===== config.mk =====
export PLATFORM = sky130hd
export DESIGN_NAME = evg_event_mux
export DESIGN_NICKNAME = d
export VERILOG_FILES = /design/src/rtl/evg_event_mux.sv
export SDC_FILE = /design/constraint.sdc
export NUM_CORES = 1
export LEC_CHECK = 0
export ABC_AREA = 1
export CORE_MARGIN = 3
export CORE_UTILIZATION = 40
export CTS_CLUSTER_SIZE = 30
export DETAILED_ROUTE_END_ITERATION = 10
export DONT_BUFFER_PORTS = 1
export GPL_TIMING_DRIVEN = 0
export PLACE_DENSITY = 0.63
export SLEW_MARGIN = 10
export SYNTH_ARGS = -nofsm -noshare
export SYNTH_HDL_FRONTEND = slang
export SYNTH_SLANG_ARGS = --single-unit

===== constraint.sdc =====
create_clock -name evgTxClk -period 8 [get_ports evgTxClk]
set_clock_uncertainty 0.05 [all_clocks]
set_input_delay 0 -clock evgTxClk [delete_from_list [all_inputs] [get_ports evgTxClk]]
set_output_delay 0 -clock evgTxClk [all_outputs]
set_load 0.02 [all_outputs]

===== src/rtl/evg_event_mux.sv =====
// EVG event arbiter: merges sequencer, software FIFO and heartbeat events into one code per cycle.
// Optional heartbeat latency tracking is enabled by defining EVG_EVENT_MUX_HB_LATENCY_EN.
module evg_event_mux #(
    parameter int                         EVENTCODE_WIDTH      = 8,
    parameter int                         SW_FIFO_DEPTH        = 16,
    parameter logic [EVENTCODE_WIDTH-1:0] HEARTBEAT_EVENT_CODE = 8'h7A,
    parameter logic [EVENTCODE_WIDTH-1:0] IDLE_EVENT_CODE      = 8'h00
) (
    input  logic                             evgTxClk,
    input  logic                             evgTxReset,
    input  logic [EVENTCODE_WIDTH-1:0]       evgSequenceEventTDATA,
    input  logic                             evgSequenceEventTVALID,
    input  logic [EVENTCODE_WIDTH-1:0]       evgSwEventTDATA,
    input  logic                             evgSwEventTVALID,
    output logic                             evgSwEventTREADY,
    input  logic                             evgHeartbeatRequest,
    output logic [EVENTCODE_WIDTH-1:0]       evgTxCode,
    output logic                             evgTxCodeValid,
    output logic [7:0]                       heartbeatMissed,
    output logic [$clog2(SW_FIFO_DEPTH):0]   swFifoLevel,
    output logic [7:0]                       heartbeatMaxWait
);

    localparam int AW = $clog2(SW_FIFO_DEPTH);
    localparam int PW = AW + 1;
    localparam logic [AW:0] FULL_LEVEL = PW'(SW_FIFO_DEPTH);

    logic [EVENTCODE_WIDTH-1:0] swMem [SW_FIFO_DEPTH];
    logic [AW:0]                wrPtrReg, rdPtrReg;
    logic [AW:0]                fifoLevel, levelNext;
    logic                       fifoEmpty;
    logic                       readyReg;
    logic                       hbPendingReg;
    logic [7:0]                 missedReg;
    logic [EVENTCODE_WIDTH-1:0] txCodeReg;
    logic                       txValidReg;

    logic seqReq, hbEmit, swPop, swAccept, swPush;

    // Pointers carry one extra bit so a full FIFO is distinguishable from an empty one.
    assign fifoLevel = wrPtrReg - rdPtrReg;
    assign fifoEmpty = (fifoLevel == '0);

    assign seqReq   = evgSequenceEventTVALID && (evgSequenceEventTDATA != IDLE_EVENT_CODE);
    assign hbEmit   = !seqReq && hbPendingReg;
    assign swPop    = !seqReq && !hbPendingReg && !fifoEmpty;
    assign swAccept = evgSwEventTVALID && readyReg;
    assign swPush   = swAccept && (evgSwEventTDATA != IDLE_EVENT_CODE);

    assign levelNext = fifoLevel + {{AW{1'b0}}, swPush} - {{AW{1'b0}}, swPop};

    always_ff @(posedge evgTxClk) begin
        if (swPush) begin
            swMem[wrPtrReg[AW-1:0]] <= evgSwEventTDATA;
        end
    end

    always_ff @(posedge evgTxClk) begin
        if (evgTxReset) begin
            wrPtrReg     <= '0;
            rdPtrReg     <= '0;
            readyReg     <= 1'b1;
            hbPendingReg <= 1'b0;
            missedReg    <= '0;
            txCodeReg    <= IDLE_EVENT_CODE;
            txValidReg   <= 1'b0;
        end else begin
            if (seqReq) begin
                txCodeReg  <= evgSequenceEventTDATA;
                txValidReg <= 1'b1;
            end else if (hbPendingReg) begin
                txCodeReg  <= HEARTBEAT_EVENT_CODE;
                txValidReg <= 1'b1;
            end else if (!fifoEmpty) begin
                txCodeReg  <= swMem[rdPtrReg[AW-1:0]];
                txValidReg <= 1'b1;
            end else begin
                txCodeReg  <= IDLE_EVENT_CODE;
                txValidReg <= 1'b0;
            end

            if (swPush) wrPtrReg <= wrPtrReg + 1'b1;
            if (swPop)  rdPtrReg <= rdPtrReg + 1'b1;
            readyReg <= (levelNext != FULL_LEVEL);

            // A strobe landing on the emission cycle re-arms the flag without counting as missed.
            hbPendingReg <= evgHeartbeatRequest || (hbPendingReg && !hbEmit);
            if (evgHeartbeatRequest && hbPendingReg && !hbEmit && missedReg != 8'hFF) begin
                missedReg <= missedReg + 8'd1;
            end
        end
    end

`ifdef EVG_EVENT_MUX_HB_LATENCY_EN
    logic [7:0] waitReg;
    logic [7:0] maxWaitReg;

    always_ff @(posedge evgTxClk) begin
        if (evgTxReset) begin
            waitReg    <= '0;
            maxWaitReg <= '0;
        end else begin
            if (hbEmit && waitReg > maxWaitReg) begin
                maxWaitReg <= waitReg;
            end
            if (evgHeartbeatRequest && (!hbPendingReg || hbEmit)) begin
                waitReg <= '0;
            end else if (hbPendingReg && waitReg != 8'hFF) begin
                waitReg <= waitReg + 8'd1;
            end
        end
    end

    assign heartbeatMaxWait = maxWaitReg;
`else
    assign heartbeatMaxWait = 8'd0;
`endif

    assign evgSwEventTREADY = readyReg;
    assign evgTxCode        = txCodeReg;
    assign evgTxCodeValid   = txValidReg;
    assign heartbeatMissed  = missedReg;
    assign swFifoLevel      = fifoLevel;

endmodule


==> out/metrics.csv <==
stage,metric,value,unit
timing,setup TNS,0,ns
placement,placer congestion estimate,0.8527,
floorplan,die height,139.5,um
logic_synthesis,ys async rst share,0,%
grt,vias in the first global route,4796,
routing,M1 WL,7.511,mm
logic_synthesis,number of distinct library cells after synthesis,35,
clock_network,total CTS buffers,17,
worst_setup_path,Setup crit end kind,register,
worst_setup_path,Worst EP arrival,4.43,ns
timing,Final period util,52.26,%
floorplan,I/O pin count,52,
hold_path,Hold/Removal Path Class,primary input to register,
worst_setup_path,CP startpoint kind,register,
timing,Finish-stage setup viols,0,
grt,GR Util All Layers,18.20,%
routing,"antenna viol nets, final",0,
clock_network,total clock sinks,161,
hold_path,Worst Min Path Start,evgSequenceEventTVALID,
timing,final hold slack,0.01271,ns
routing,drt total wl,17.39,mm
timing,Final min period,4.181,ns
routing,Top Layer Used,met4,
power_and_ir_drop,PD cells,264.3,mW/mm^2
floorplan,num rows,48,
layout,Area Growth Syn to Fin,15.90,%
worst_setup_path,critical-path maximum fanout,7,
logic_synthesis,cell count after synthesis,691,
routing,routed via count,4980,
layout,Finished Core Util,47.60,%
layout,Nets,782,
timing,achievable frequency,0.2392,GHz
status,status,completed,
routing,met2 routed WL,8.546,mm
routing,1st-pass router iterations,5,
logic_synthesis,Yosys reg bits,161,
logic_synthesis,"EDFF count, synth",128,
routing,DR DRC count,0,
timing,worst slew pin tran,1.128,ns
timing,"Slew Viols, Final",0,
timing,RSZ-0062 raised after global routing,false,
grt,first-pass GRT wire length,26.97,mm
logic_synthesis,ranking of synthesized cells by instance count,"nand2_1 (206), edfxtp_1 (128), nand3_1 (126), nor2_1 (47), dfxtp_1 (33)",
layout,share of cells above drive strength 1,10.19,%
flow_run,max_cap viols,0,
routing,Wirelength per Cell,17.73,um
logic_synthesis,most instantiated library cell after synthesis,nand2_1,
clock_network,"Clk Latency, worst-skew pair",0.43,ns
clock_network,CTS Root Buffer Type,clkbuf_16,
timing,"Hold Violations, Final",0,
floorplan,die span in x,139.5,um
logic_synthesis,Avg Inst Size Synth,10.32,sq um
power_and_ir_drop,Peak VDD IR,0.1893,mV
grt,largest net degree at the start of global routing,17,
logic_synthesis,main area contributors after synthesis,"edfxtp_1 (54%), nand2_1 (11%), dfxtp_1 (9.3%)",
floorplan,initial core utilization,41.07,%
logic_synthesis,predominant post-synthesis flop cell,edfxtp_1,
worst_setup_path,Crit path required time,8.25,ns
clock_network,Clock transition at path regs,0.06,ns
clock_network,clk buf depth,2,
floorplan,die area,0.01946,sq mm
timing,Max-slew headroom,24.54,%
routing,via density per instance,5.076,
floorplan,core area,0.01736,sq mm
routing,Routed met3 length,978,um
grt,Overflow after GRT,0,
worst_setup_path,Critical R2R Launch,wrPtrReg[0],
logic_synthesis,Syn. warnings,0,
placement,Port Buffers,0,
grt,antenna violations before repair,0,
logic_synthesis,Mapped Area,0.007128,sq mm
clock_network,post-CTS setup buffers,0,
placement,dpl hpwl,11.06,mm
worst_setup_path,Critical Path Start,wrPtrReg[0],
logic_synthesis,part of the Yosys area used for sequential elements,63.19,%
clock_network,CTS tree,yes,
layout,Layout Cells excl Fill,981,
routing,initial DRC count,554,
logic_synthesis,Synth area leader,edfxtp_1,
clock_network,# H-tree levels,4,
placement,placed cells,923,
layout,ant diodes,0,
worst_setup_path,critical path class,register to register,
power_and_ir_drop,P_leak,3.145,nW
logic_synthesis,Yosys top cell area share,53.92,%
-- critical path: stages (launching register included) --
cell,delay (ns)
dfxtp_1,0.34
inv_1,0.15
ha_1,0.16
inv_1,0.06
fa_1,0.40
xor2_1,0.54
inv_1,0.17
ha_1,0.23
and3_2,0.24
nand3_4,0.12
nand2_4,0.08
inv_4,0.11
ha_1,0.23
inv_1,0.06
ha_1,0.17
fa_1,0.42
nor3_1,0.22
nand3_1,0.11
nor2_1,0.09
nand3_1,0.11
-- metal layers --
layer	track usage, %	vias up
met5	0	-
met4	6.437	0
met3	4.055	22
met2	29.67	137
met1	24.10	2383
li1	-	2438
-- sequential cells by signal, summed over array words and instances (netlist names), named ones only --
name and cells:
swMem 128, hbPendingReg 1, evgTxCode 8, wrPtrReg 5, evgTxCodeValid 1, rdPtrReg 5
evgSwEventTREADY 1, heartbeatMissed 8
-- through the flow --
stage                     total power (W)  setup slack (ns)  area (sq um)
after floorplan                  0.001301             4.296          7154
after global placement           0.001395             3.938          7436
after detailed placement         0.001409             3.821          7436
after CTS                        0.002194             3.815          8262
after global routing             0.002290             3.542          8262
final                            0.002183             3.819          8262
-- cells by family after synthesis --
kind of cell             share of synthesized area, %
XOR/XNOR                                        1.843
AO/OA/AOI/OAI                                   2.457
buffers and inverters                           4.915
flip-flops                                      63.19
other                                         0.05261
AND/OR/NAND/NOR                                 24.17
adder cells (fa/ha/maj)                         3.370
-- cells in the final DEF (no fill, tap or decap), types with 4 or more instances in the layout --
| cell type | synthesis | layout |
|---|---|---|
| xor2_1 | 8 | 8 |
| inv_1 | 31 | 31 |
| edfxtp_1 | 128 | 128 |
| clkbuf_16 | 0 | 17 |
| nand2_1 | 206 | 206 |
| nand3_1 | 126 | 126 |
| o21ai_0 | 4 | 4 |
| buf_2 | 15 | 15 |
| nor2_1 | 47 | 47 |
| clkbuf_1 | 4 | 5 |
| xnor2_1 | 7 | 7 |
| dfxtp_1 | 33 | 33 |
| ha_1 | 16 | 16 |
| a21boi_0 | 4 | 4 |
| a21oi_1 | 17 | 17 |
| buf_4 | 15 | 15 |
| dlygate4sd3_1 | 0 | 26 |
| conb_1 | 1 | 8 |
-- cell type report --
class,instances,area [sq um]
Multi-Input combinational cell,467,2300
Clock inverter,12,108.9
Inverter,34,132.6
Tap cell,225,281.5
Timing Repair Buffer,26,260.3
Sequential cell,161,4504
Clock buffer,20,456.7
Buffer,36,217.7
Fill cell,1572,9095
-- where the power goes --
group / internal, W / leakage (nW) / total [W] / switching (W)
clock network: 0.000446 / 0.279 / 0.000771 / 0.000325
logic: 0.000151 / 1.44 / 0.000448 / 0.000297
registers: 0.000937 / 1.43 / 0.000964 / 0.0000268
total: 0.00153 / 3.15 / 0.00218 / 0.000649
-- worst paths after layout --
path / cells past startpoint / slack (ns) / end
worst min-delay path: 6 / 0.01 / evgTxCode[5]
worst max-delay path: 19 / 3.82 / evgSwEventTREADY
worst max register to register: 19 / 3.82 / evgSwEventTREADY
worst min register to register: 2 / 0.49 / rdPtrReg[3]
-- timing repair --
| item | in CTS | in global routing |
|---|---|---|
| hold endpoints to repair | 147 | 0 |
| hold buffers | 26 | 0 |
| gates resized for setup | 0 | 0 |
(Power assumes the default switching activity.)
